[src/rtl/attention_seq_ctrl_if.sv]
// -----------------------------------------------------------------------------
// attention_seq_ctrl_if
//
// Handshake bundle between the attention sequencer, the host that launches a
// run, and the attention datapath whose stage enables it drives.
//
// Signals:
//   start       host -> seq   level request, acted on only while idle
//   stall       dp   -> seq   backpressure, suppresses the current beat
//   stage_done  dp   -> seq   one-cycle pulse, active stage has finished
//   stage_id    seq  -> dp    active stage, 0..NUM_STAGES-1
//   block_sel   seq  -> dp    active encoder block, 0..NUM_BLOCKS-1
//   step_idx    seq  -> dp    time-step row of the current beat
//   step_valid  seq  -> dp    beat strobe, row step_idx is written when high
//   busy        seq  -> host  high whenever a run is in progress
//   done        seq  -> host  one-cycle pulse at the end of a run
//   err         seq  -> host  sticky watchdog flag
//
// Modports:
//   master  the sequencer itself
//   slave   the host/datapath side
// -----------------------------------------------------------------------------
interface attention_seq_ctrl_if;
    logic       start;
    logic       stall;
    logic       stage_done;
    logic [2:0] stage_id;
    logic [2:0] block_sel;
    logic [4:0] step_idx;
    logic       step_valid;
    logic       busy;
    logic       done;
    logic       err;

    modport master (
        input  start,
        input  stall,
        input  stage_done,
        output stage_id,
        output block_sel,
        output step_idx,
        output step_valid,
        output busy,
        output done,
        output err
    );

    modport slave (
        output start,
        output stall,
        output stage_done,
        input  stage_id,
        input  block_sel,
        input  step_idx,
        input  step_valid,
        input  busy,
        input  done,
        input  err
    );
endinterface

[src/rtl/attention_seq_ctrl.sv]
// -----------------------------------------------------------------------------
// attention_seq_ctrl
//
// Sequencer for the binary attention datapath. For every encoder block it walks
// the five attention stages in order; inside a stage it issues one indexed beat
// per time step, then waits for the stage's done pulse before moving on. After
// the last stage of the last block it pulses done and returns to idle.
//
// Ports:
//   clk     in   rising-edge clock
//   rst_n   in   asynchronous active-low reset
//   bus     attention_seq_ctrl_if.master
//             in : start, stall, stage_done
//             out: stage_id, block_sel, step_idx, step_valid, busy, done, err
//
// Parameters:
//   STEPS       time steps per stage (1..32)
//   NUM_STAGES  stages per block (1..8)
//   NUM_BLOCKS  encoder blocks per run (1..8)
//   TIMEOUT     watchdog limit in WAIT cycles (1..1023)
//
// Build option:
//   ATTN_SEQ_TIMEOUT_EN  when defined, a watchdog abandons a run whose stage
//                        never reports done within TIMEOUT cycles and raises a
//                        sticky err. When undefined, no watchdog is built and
//                        err is constant 0.
// -----------------------------------------------------------------------------
module attention_seq_ctrl #(
    parameter int STEPS      = 30,
    parameter int NUM_STAGES = 5,
    parameter int NUM_BLOCKS = 4,
    parameter int TIMEOUT    = 1023
) (
    input  logic                        clk,
    input  logic                        rst_n,
    attention_seq_ctrl_if.master        bus
);

    // Elaboration-time range checks on the configuration.
    if (STEPS < 1 || STEPS > 32) begin : g_bad_steps
        $error("attention_seq_ctrl: STEPS must be 1..32");
    end
    if (NUM_STAGES < 1 || NUM_STAGES > 8) begin : g_bad_stages
        $error("attention_seq_ctrl: NUM_STAGES must be 1..8");
    end
    if (NUM_BLOCKS < 1 || NUM_BLOCKS > 8) begin : g_bad_blocks
        $error("attention_seq_ctrl: NUM_BLOCKS must be 1..8");
    end
    if (TIMEOUT < 1 || TIMEOUT > 1023) begin : g_bad_timeout
        $error("attention_seq_ctrl: TIMEOUT must be 1..1023");
    end

    localparam logic [4:0] LP_LAST_STEP  = 5'(STEPS - 1);
    localparam logic [2:0] LP_LAST_STAGE = 3'(NUM_STAGES - 1);
    localparam logic [2:0] LP_LAST_BLOCK = 3'(NUM_BLOCKS - 1);

    typedef enum logic [1:0] {
        ST_IDLE  = 2'd0,
        ST_ISSUE = 2'd1,
        ST_WAIT  = 2'd2,
        ST_DONE  = 2'd3
    } state_t;

    state_t     r_state,     w_state_next;
    logic [2:0] r_stage_id,  w_stage_id_next;
    logic [2:0] r_block_sel, w_block_sel_next;
    logic [4:0] r_step_idx,  w_step_idx_next;
    logic       r_busy,      w_busy_next;
    logic       r_done,      w_done_next;

    // start is registered before the FSM looks at it, which gives the
    // one-cycle launch latency between seeing start and the first beat.
    logic       r_start_q;

    logic       w_step_valid;

`ifdef ATTN_SEQ_TIMEOUT_EN
    localparam logic [9:0] LP_WDOG_LAST = 10'(TIMEOUT - 1);

    logic       r_err, w_err_next;
    logic [9:0] r_wdog_cnt;
    logic       w_wdog_expired;

    // Counter reads 0 on the first WAIT cycle, so the TIMEOUT-th WAIT cycle
    // without stage_done is the one that sees LP_WDOG_LAST.
    assign w_wdog_expired = (r_wdog_cnt >= LP_WDOG_LAST);

    always_ff @(posedge clk or negedge rst_n) begin
        if (!rst_n) begin
            r_wdog_cnt <= '0;
        end else if (r_state != ST_WAIT) begin
            r_wdog_cnt <= '0;
        end else if (!w_wdog_expired) begin
            r_wdog_cnt <= r_wdog_cnt + 10'd1;
        end
    end
`endif

    // The beat strobe is the registered ISSUE state gated by the live stall,
    // so a stalled cycle drops the beat without a cycle of skid.
    assign w_step_valid = (r_state == ST_ISSUE) && !bus.stall;

    // -------------------------------------------------------------------------
    // Next-state and next-output logic
    // -------------------------------------------------------------------------
    always_comb begin
        w_state_next     = r_state;
        w_stage_id_next  = r_stage_id;
        w_block_sel_next = r_block_sel;
        w_step_idx_next  = r_step_idx;
`ifdef ATTN_SEQ_TIMEOUT_EN
        w_err_next       = r_err;
`endif

        case (r_state)
            ST_IDLE: begin
                if (r_start_q) begin
                    w_state_next     = ST_ISSUE;
                    w_stage_id_next  = '0;
                    w_block_sel_next = '0;
                    w_step_idx_next  = '0;
`ifdef ATTN_SEQ_TIMEOUT_EN
                    w_err_next       = 1'b0;
`endif
                end
            end

            ST_ISSUE: begin
                if (w_step_valid) begin
                    if (r_step_idx < LP_LAST_STEP) begin
                        w_step_idx_next = r_step_idx + 5'd1;
                    end else begin
                        // Last row issued: index stays on the final step.
                        w_state_next = ST_WAIT;
                    end
                end
            end

            ST_WAIT: begin
                if (bus.stage_done) begin
                    if (r_stage_id < LP_LAST_STAGE) begin
                        w_stage_id_next = r_stage_id + 3'd1;
                        w_step_idx_next = '0;
                        w_state_next    = ST_ISSUE;
                    end else if (r_block_sel < LP_LAST_BLOCK) begin
                        w_block_sel_next = r_block_sel + 3'd1;
                        w_stage_id_next  = '0;
                        w_step_idx_next  = '0;
                        w_state_next     = ST_ISSUE;
                    end else begin
                        w_state_next = ST_DONE;
                    end
                end
`ifdef ATTN_SEQ_TIMEOUT_EN
                else if (w_wdog_expired) begin
                    // Abandon the run; DONE supplies the done pulse.
                    w_err_next   = 1'b1;
                    w_state_next = ST_DONE;
                end
`endif
            end

            ST_DONE: begin
                w_state_next     = ST_IDLE;
                w_stage_id_next  = '0;
                w_block_sel_next = '0;
                w_step_idx_next  = '0;
            end

            default: begin
                w_state_next     = ST_IDLE;
                w_stage_id_next  = '0;
                w_block_sel_next = '0;
                w_step_idx_next  = '0;
            end
        endcase

        // busy and done are registered images of the state being entered.
        w_busy_next = (w_state_next != ST_IDLE);
        w_done_next = (w_state_next == ST_DONE);
    end

    // -------------------------------------------------------------------------
    // State and output registers
    // -------------------------------------------------------------------------
    always_ff @(posedge clk or negedge rst_n) begin
        if (!rst_n) begin
            r_state     <= ST_IDLE;
            r_start_q   <= 1'b0;
            r_stage_id  <= '0;
            r_block_sel <= '0;
            r_step_idx  <= '0;
            r_busy      <= 1'b0;
            r_done      <= 1'b0;
        end else begin
            r_state     <= w_state_next;
            r_start_q   <= bus.start;
            r_stage_id  <= w_stage_id_next;
            r_block_sel <= w_block_sel_next;
            r_step_idx  <= w_step_idx_next;
            r_busy      <= w_busy_next;
            r_done      <= w_done_next;
        end
    end

`ifdef ATTN_SEQ_TIMEOUT_EN
    always_ff @(posedge clk or negedge rst_n) begin
        if (!rst_n) begin
            r_err <= 1'b0;
        end else begin
            r_err <= w_err_next;
        end
    end

    assign bus.err = r_err;
`else
    assign bus.err = 1'b0;
`endif

    assign bus.stage_id   = r_stage_id;
    assign bus.block_sel  = r_block_sel;
    assign bus.step_idx   = r_step_idx;
    assign bus.step_valid = w_step_valid;
    assign bus.busy       = r_busy;
    assign bus.done       = r_done;

endmodule
[src/flat_wrapper.sv]
// flat-port wrapper written by rule: the top's interface ports become plain ports
module attention_seq_ctrl_flat 
#(
    parameter int STEPS      = 30,
    parameter int NUM_STAGES = 5,
    parameter int NUM_BLOCKS = 4,
    parameter int TIMEOUT    = 1023
)
  (clk, rst_n, bus_start, bus_stall, bus_stage_done, bus_stage_id, bus_block_sel, bus_step_idx, bus_step_valid, bus_busy, bus_done, bus_err);
  attention_seq_ctrl_if bus_i ();
  input  logic clk;
  input  logic rst_n;
  input wire logic [$bits(bus_i.start)-1:0] bus_start;
  input wire logic [$bits(bus_i.stall)-1:0] bus_stall;
  input wire logic [$bits(bus_i.stage_done)-1:0] bus_stage_done;
  output wire logic [$bits(bus_i.stage_id)-1:0] bus_stage_id;
  output wire logic [$bits(bus_i.block_sel)-1:0] bus_block_sel;
  output wire logic [$bits(bus_i.step_idx)-1:0] bus_step_idx;
  output wire logic [$bits(bus_i.step_valid)-1:0] bus_step_valid;
  output wire logic [$bits(bus_i.busy)-1:0] bus_busy;
  output wire logic [$bits(bus_i.done)-1:0] bus_done;
  output wire logic [$bits(bus_i.err)-1:0] bus_err;
  assign bus_i.start = bus_start;
  assign bus_i.stall = bus_stall;
  assign bus_i.stage_done = bus_stage_done;
  assign bus_stage_id = bus_i.stage_id;
  assign bus_block_sel = bus_i.block_sel;
  assign bus_step_idx = bus_i.step_idx;
  assign bus_step_valid = bus_i.step_valid;
  assign bus_busy = bus_i.busy;
  assign bus_done = bus_i.done;
  assign bus_err = bus_i.err;
  attention_seq_ctrl #(.STEPS(STEPS), .NUM_STAGES(NUM_STAGES), .NUM_BLOCKS(NUM_BLOCKS), .TIMEOUT(TIMEOUT)) u_core (.clk(clk), .rst_n(rst_n), .bus(bus_i));
endmodule
[config.mk]
export PLATFORM = sky130hd
export DESIGN_NAME = attention_seq_ctrl_flat
export DESIGN_NICKNAME = d
export VERILOG_FILES = /design/src/rtl/attention_seq_ctrl_if.sv /design/src/rtl/attention_seq_ctrl.sv /design/src/flat_wrapper.sv
export SDC_FILE = /design/constraint.sdc
export NUM_CORES = 1
export LEC_CHECK = 0
export ABC_AREA = 0
export BUFFER_PORTS_ARGS = -buffer_cell sky130_fd_sc_hd__buf_4
export CORE_MARGIN = 3
export CORE_UTILIZATION = 55
export CTS_CLUSTER_SIZE = 28
export DETAILED_ROUTE_END_ITERATION = 12
export PLACE_DENSITY_LB_ADDON = 0.12
export SYNTH_ARGS = -nofsm -noshare
export SYNTH_HDL_FRONTEND = slang
export SYNTH_SLANG_ARGS = --single-unit
[constraint.sdc]
create_clock -name clk -period 2.6 [get_ports clk]
set_input_delay 0.39 -clock clk [delete_from_list [all_inputs] [get_ports clk]]
set_output_delay 0.39 -clock clk [all_outputs]
set_load 0.01 [all_outputs]
# After elaboration in Yosys (flattened, before gate mapping)
# Cells that the tools add are included.
# classes
n_eq_ne	11
multipliers	0
add_sub_neg	3
n_mux	23
bitwise_logic	0
shifts	0
magnitude_cmp	3
div	0
n_reduce_logical	8
# ops
operator	n
two-way mux 5 bit	6
two-way mux 3 bit	7
case mux 5 bit (4 select lines)	1
case mux 3 bit (3 select lines)	2
two-way mux 2 bit	6
AND reduction 5 bit	2
!= test 2 bit (second input constant)	4
case mux 2 bit (4 select lines)	1
adder 3 x 1 -> 3 bit (second input constant)	2
== test 2 bit (second input constant)	3
adder 5 x 1 -> 5 bit (second input constant)	1
< comparator 5 bit (second input constant)	1
!= test 2 x 1 -> 1 bit (second input constant)	2
AND reduction 4 bit	1
< comparator 3 x 2 -> 1 bit (second input constant)	1
< comparator 3 bit (second input constant)	1
!= test 3 x 1 -> 1 bit (second input constant)	1
nonzero test 3 bit	1
== test 2 x 1 -> 1 bit (second input constant)	1
logical NOT 2 bit	1
nonzero test 2 bit	1
logical AND 1 bit	1
logical NOT 1 bit	1
# word_totals
mem_bits_rw	0
word_cells	55
mem_count	0
regBits	16
in_bits	5
rom_bits	0
latchBits	0

# Longest topological paths before layout
# Gate-level depths: netlist of run 1.
# depth
word_depth	6
mapped_depth	5
mapped_depth_nobuf	5

# Worst setup path after synthesis of run 1
# No wires, ideal clock.
# synth_timing
kind	register to register
startpoint	register u_core.r_block_sel[0] (netlist: u_core.bus.block_sel[0])
endpoint	register u_core.r_step_idx[4] (netlist: u_core.bus.step_idx[4])
arrival_time_ns	1.174
stages_incl_launch_ff	5
t_required_ns	2.476
path_buffers	0
setup_slack_ns	1.302
setup_ns	0.124
period_less_slack_ns	1.298
path_cell_list	dfrtp_1 -> a21oi_2 -> o21bai_4 -> and2_4 -> a211o_1
# synth_between
elab_chain_cells	3
# synth_lines
item	line	rtl
start, declared	attention_seq_ctrl.sv:66	logic [2:0] r_block_sel, w_block_sel_next;
start signal, assigned	attention_seq_ctrl.sv:199	r_block_sel <= w_block_sel_next;
< comparator 3 x 2 -> 1 bit	attention_seq_ctrl.sv:145	end else if (r_block_sel < LP_LAST_BLOCK) begin
!= test 3 x 1 -> 1 bit (no line)	n/a	
AND reduction 5 bit (no line)	n/a	
end signal, assigned	attention_seq_ctrl.sv:200	r_step_idx <= w_step_idx_next;
end, declared	attention_seq_ctrl.sv:67	logic [4:0] r_step_idx, w_step_idx_next;
# Every way passes these cells.
# A chain may end at the register's enable or synchronous reset.

# Worst setup path in the final report of run 1
# layout_timing
startpoint	register u_core.r_state[1]
endpoint	output port bus_step_valid
# layout_between
elab_chain_cells	2
# layout_lines
item	line	rtl
start, declared	attention_seq_ctrl.sv:64	state_t r_state, w_state_next;
start signal, assigned	attention_seq_ctrl.sv:196	r_state <= w_state_next;
== test 2 x 1 -> 1 bit	attention_seq_ctrl.sv:101	assign w_step_valid = (r_state == ST_ISSUE) && !bus.stall;
logical AND 1 bit	attention_seq_ctrl.sv:101	
end, declared	flat_wrapper.sv:19	output wire logic [$bits(bus_i.step_valid)-1:0] bus_step_valid;
# Every way passes these cells.

==> flow_summary.ini, run 1 <==
[critical_path]
required_ns = 2.21
start_kind = register
crit-reg2reg-launch = u_core.r_state[1]
cp.arrival_ns = 1.41
critPathCaptureType = output pin
path_max_fanout = 13
setup.worst_path.class = reg2out
reg2reg_setup_slack_ns = 1.14
regToRegEndpoint = u_core.bus.step_idx[4]
reg2reg_depth = 4

[grt]
grt_util_all_layers_pct = 20.1
grt_max_degree = 17
grt_pass1_vias = 671
grt_pass1_wl_um = 2990
grt_remaining_overflow = 0
grt_antenna_before_repair = 0

[yosys]
synth_top_area_share_pct = 45.4
syn_avg_cell_area_um2 = 9.69
async_flop_share_pct = 100
synth_ff_type = dfrtp_1
synth_edf_count = 0
ys_seq_elements = 16
yosysTopAreaCell = dfrtp_1
synth_warnings = 0
ys_types = 33
synth_area_leaders = dfrtp_1, ha_1, o21ai_0, nand2b_1, a21oi_1
synth_most_common_cell = dfrtp_1
synthCells = 91
synthTopCellsByCount = dfrtp_1, o21ai_0, a21oi_1, nand2_1, nor2_1
yosysSeqAreaShare_pct = 45.4
syn-cell-area_um2 = 882
synth_fp_nets = 99

[die]
core_um2 = 1400
row_count = 13
die-area_um2 = 2120
start_util_pct = 63.1
die_x_um = 46.0
fp.dieH_um = 46.0
ios = 20

[min_path]
hold_start = bus_start
hold_class = in2reg
holdPathStages = 1
holdPathEnd = u_core.r_start_q

[timing]
finalSetupTns_ns = 0
layout_setup_ws_ns = 0.803
setup_violations = 0
hold_violations = 0
drv_slew = 0
fmax_mhz = 556
hold_ws_ns = 0.205
rsz0062_at_grt = false
skew_ns = 0.00457
fin_crit_sh_pct = 69.1
final.min_clock_period_ns = 1.80

[detailed_routing]
drc = 0
drtPass1Iterations = 4
wirelength_um = 1760
vias = 748
drtIter0Drc = 24
wl_per_cell_um = 13.9
drtAntennaViolNets = 0
drt-vias-per-instance = 5.94

[clocking]
cts-buffers-inserted = 3
cts_htree_levels = 1
clk_path_buf_depth = 2
cts_setup_buffers = 0
worstSkewPairLatency_ns = 0.29
cts_root_buf = clkbuf_4
ctsResizeCount = 0
clk_pin_slew_worst_paths_ns = 0.09
ctsHoldBuffers = 1
clock-sinks = 16
cts_tree = yes

[placement]
placed_area_um2 = 1010
dpl.hpwl_um = 1310
post-place-ws_ns = 1.13
routabilityCongestion = 0.817
port_buffers = 18

[finish]
drive_above_1_share_pct = 24.3
n_antenna_cell = 0
fin_nets = 120
final_cell_area_um2 = 1060
syn_to_final_growth_pct = 20.1

[pwr]
vdd_drop_max_mv = 0.525
leakagePower_nw = 0.521
pwr_density_cell_nw_per_um2 = 857

[outcome]
status = complete, no violations

[flow_run]
maxCapViolCount = 0
-- layout by cell type (no fill, tap or decap), types with 2 or more instances in the layout --
master,netlist,routed
nand2_1,6,6
a21oi_1,6,6
dfrtp_1,16,16
nor2_1,6,6
ha_1,3,3
o21ai_0,7,7
mux2i_1,2,2
nand3_1,2,2
nand2b_1,5,5
clkbuf_4,0,3
a211oi_1,2,2
nor3_1,5,5
a31oi_1,2,2
buf_4,3,18
inv_1,5,5
nor2b_1,3,3
-- critical path: stages (launching register included) --
cell and delay [ns]:
dfrtp_1 0.61, nand2b_1 0.31, nor2_1 0.07, buf_4 0.14
-- final cells by class --
class | count | area [µm²]
sequential | 16 | 400
clock buffer | 4 | 36.3
fill | 103 | 339
multi-input combinational | 67 | 440
inverter | 5 | 18.8
timing repair buffer | 19 | 145
tap | 15 | 18.8
-- state kept, by name (all words and copies together), names as in the netlist --
register,count
u_core.bus.step_idx,5
u_core.bus.block_sel,3
u_core.bus.stage_id,3
u_core.r_state,2
u_core.bus.busy,1
u_core.bus.done,1
u_core.r_start_q,1
-- layer usage --
layer | up-vias | routed length, µm | track usage, % | share of wire, %
met5 | - | 0 | 0 | 0
li1 | 358 | - | - | -
met2 | 25 | 845 | 31.0 | 48
met1 | 360 | 779 | 26.5 | 44
met3 | 5 | 94 | 3.56 | 5.4
met4 | 0 | 36 | 10.2 | 2.1
-- report_power, final --
| part | switching, mW | internal (mW) |
|---|---|---|
| logic | 0.160 | 0.175 |
| clock network | 0.0770 | 0.0853 |
| registers | 0.0959 | 0.315 |
-- how the worst max path moves through the flow --
stage | startpoint | endpoint | slack [ns] | depth (start not counted)
5_1_grt | u_core.r_state[1] | bus_step_valid | 0.71 | 3
3_5_place_dp | u_core.r_state[1] | bus_step_valid | 1.13 | 3
4_1_cts | u_core.r_state[1] | bus_step_valid | 0.80 | 3
2_1_floorplan | u_core.bus.block_sel[0] | u_core.bus.step_idx[4] | 1.30 | 4
3_3_place_gp | u_core.r_state[1] | bus_step_valid | 1.16 | 3
6_report | u_core.r_state[1] | bus_step_valid | 0.80 | 3
-- per-stage QoR --
stage / total power [mW] / util (%) / std cells
finish: 0.908 / 75.8 / 126
floorplan: 0.594 / - / 91
detailed placement: 0.748 / 72.5 / 121
global placement: 0.735 / 72.5 / 121
global route: 0.985 / 75.8 / 126
CTS: 0.914 / 75.8 / 126
-- kinds of logic (layout without fill, tap and decap cells) --
| group | Yosys count | after routing | share of synthesized area (%) |
|---|---|---|---|
| multiplexers | 2 | 2 | 2.27 |
| other | 1 | 1 | 0.425 |
| XOR/XNOR | 1 | 1 | 0.993 |
| AND/OR/NAND/NOR | 34 | 34 | 21.6 |
| adder cells (fa/ha/maj) | 3 | 3 | 4.26 |
| buffers and inverters | 8 | 28 | 4.68 |
| flip-flops | 16 | 16 | 45.4 |
| AO/OA/AOI/OAI | 26 | 26 | 20.4 |
(Power assumes the default switching activity.)
==> inputs of run 2 (changes only) <==
- CORE_UTILIZATION: 55 -> 51
- clock period: 2.6 -> 1.9 ns (I/O delays scaled with it)
==> run 2 against run 1 <==
Core utilization fell by 8.6 points. First-iteration DRC count down 75%. Sequential share of layout area is 0.45 points higher. Sequential power rose by 37%. Via count down 8.3%. Setup slack worse by 0.58 ns. Wire length is 11% lower. Die area rose by 6.8%. Clock-buffer cell count is 1 lower. Global-route usage decreased by 3.7 points. Highest routed layer unchanged.
==> flow_summary.ini, run 2 (synthesis gave the netlist of run 1 again) <==
[grt]
grt_remaining_overflow = 0
grt_pass1_wl_um = 2600
grt_antenna_before_repair = 0
grt_max_degree = 17
grt_util_all_layers_pct = 16.4
grt_pass1_vias = 618

[clocking]
cts_root_buf = clkbuf_4
cts_htree_levels = 1
cts_setup_buffers = 0
worstSkewPairLatency_ns = 0.28
clock-sinks = 16
cts_tree = yes
cts-buffers-inserted = 3
clk_pin_slew_worst_paths_ns = 0.07
ctsResizeCount = 0
clk_path_buf_depth = 2

[placement]
port_buffers = 18
post-place-ws_ns = 0.467
placed_area_um2 = 1010
routabilityCongestion = 0.887
dpl.hpwl_um = 1200

[timing]
layout_setup_ws_ns = 0.225
skew_ns = 0.00622
drv_slew = 0
rsz0062_at_grt = false
finalSetupTns_ns = 0
setup_violations = 0
hold_ws_ns = 0.112
fmax_mhz = 597
hold_violations = 0
fin_crit_sh_pct = 88.2
final.min_clock_period_ns = 1.68

[finish]
n_antenna_cell = 0
drive_above_1_share_pct = 23.6
fin_nets = 120
syn_to_final_growth_pct = 18.7
largest_reg_flops = 5
final_util_pct = 67.2
final_cell_mix = buf_4, dfrtp_1, o21ai_0
final_cell_area_um2 = 1050
final_common_cell = buf_4

[detailed_routing]
drtAntennaViolNets = 0
wl_met3_um = 91
wirelength_um = 1570
drt-vias-per-instance = 5.44
drc = 0
drtIter0Drc = 6
wl_per_cell_um = 12.5
drt-met1-wl_um = 754
drtPass1Iterations = 3
top_layer = met4
route.met2.wl_um = 705
vias = 686

[pwr]
vdd_drop_max_mv = 0.586
pwr-share-seq_pct = 48.0
clkPwrFrac_pct = 13.9
pwr_density_cell_nw_per_um2 = 1120
p_int_uw = 743
switching_power_uw = 432
leakagePower_nw = 0.514
comb_power_share_pct = 38.0
sw_frac_of_total_pct = 36.7

[die]
core_um2 = 1560
die-area_um2 = 2260
die_x_um = 47.6
fp.dieH_um = 47.6
row_count = 14
start_util_pct = 56.6
ios = 20

[critical_path]
setup.worst_path.class = reg2out
critPathMaxStageDelay_ns = 0.60
cp.arrival_ns = 1.39
critPathCaptureType = output pin
start_kind = register
path_cells = nand2b_1 > nor2_1 > buf_4
cp_slowest_cell = dfrtp_1
path_max_fanout = 13
required_ns = 1.62

[flow_run]
maxCapViolCount = 0

[outcome]
status = complete, no violations

[min_path]
hold_class = in2reg
## run 2: cell count changes in the layout (fill, tap and decap cells not counted)
cell and change:
clkbuf_8 -1
## run 2: critical path: cells and delay by family (launching register included)
kind	cells	cell delay (ns)
buffers and inverters	1	0.14
DFF	1	0.60
and+or+nand+nor	2	0.37
## run 2: power by group through the flow
stage / sequential [mW] / combinational (mW) / clock [mW]
global placement: 0.561 / 0.446 / 0
finish: 0.564 / 0.447 / 0.164
detailed placement: 0.566 / 0.452 / 0
CTS: 0.560 / 0.455 / 0.170
global route: 0.588 / 0.507 / 0.183
floorplan: 0.576 / 0.236 / 0
## run 2: layout make-up
cell class | instances | area [µm²]
fillers | 129 | 512
clock buffers | 3 | 22.5
flip-flops and latches | 16 | 400
multi-input cells | 67 | 440
inverters | 5 | 18.8
well taps | 16 | 20.0
repair buffers | 19 | 145
## run 2: worst paths after layout
kind / slack [ns] / cells after the start / endpoint / from
worst min-delay path: 0.11 / 1 / u_core.r_start_q / bus_start
min in group asynchronous: 0.39 / 2 / u_core.bus.stage_id[1] / rst_n
worst max register to register: 0.45 / 4 / u_core.bus.step_idx[4] / u_core.r_state[1]
worst max-delay path: 0.22 / 3 / bus_step_valid / u_core.r_state[1]
max in group asynchronous: 1.33 / 2 / u_core.r_state[1] / rst_n
worst min register to register: 0.57 / 2 / u_core.bus.busy / u_core.r_start_q
## run 2: metrics by stage
step,power [mW],instances
2_1_floorplan,0.812,91
3_3_place_gp,1.01,122
3_5_place_dp,1.02,122
4_1_cts,1.19,126
5_1_grt,1.28,126
6_report,1.17,126
## run 2: routing by layer
layer	global-route usage [%]	vias up
met3	7.14	4
met1	21.9	308
met5	0	-
met2	23.3	12
li1	-	362
met4	6.45	0
## run 2: what timing repair did
action / CTS / global route
hold buffers: 1 / 0
setup endpoints to repair: 0 / 0
endpoints found under the hold margin: 16 / 0
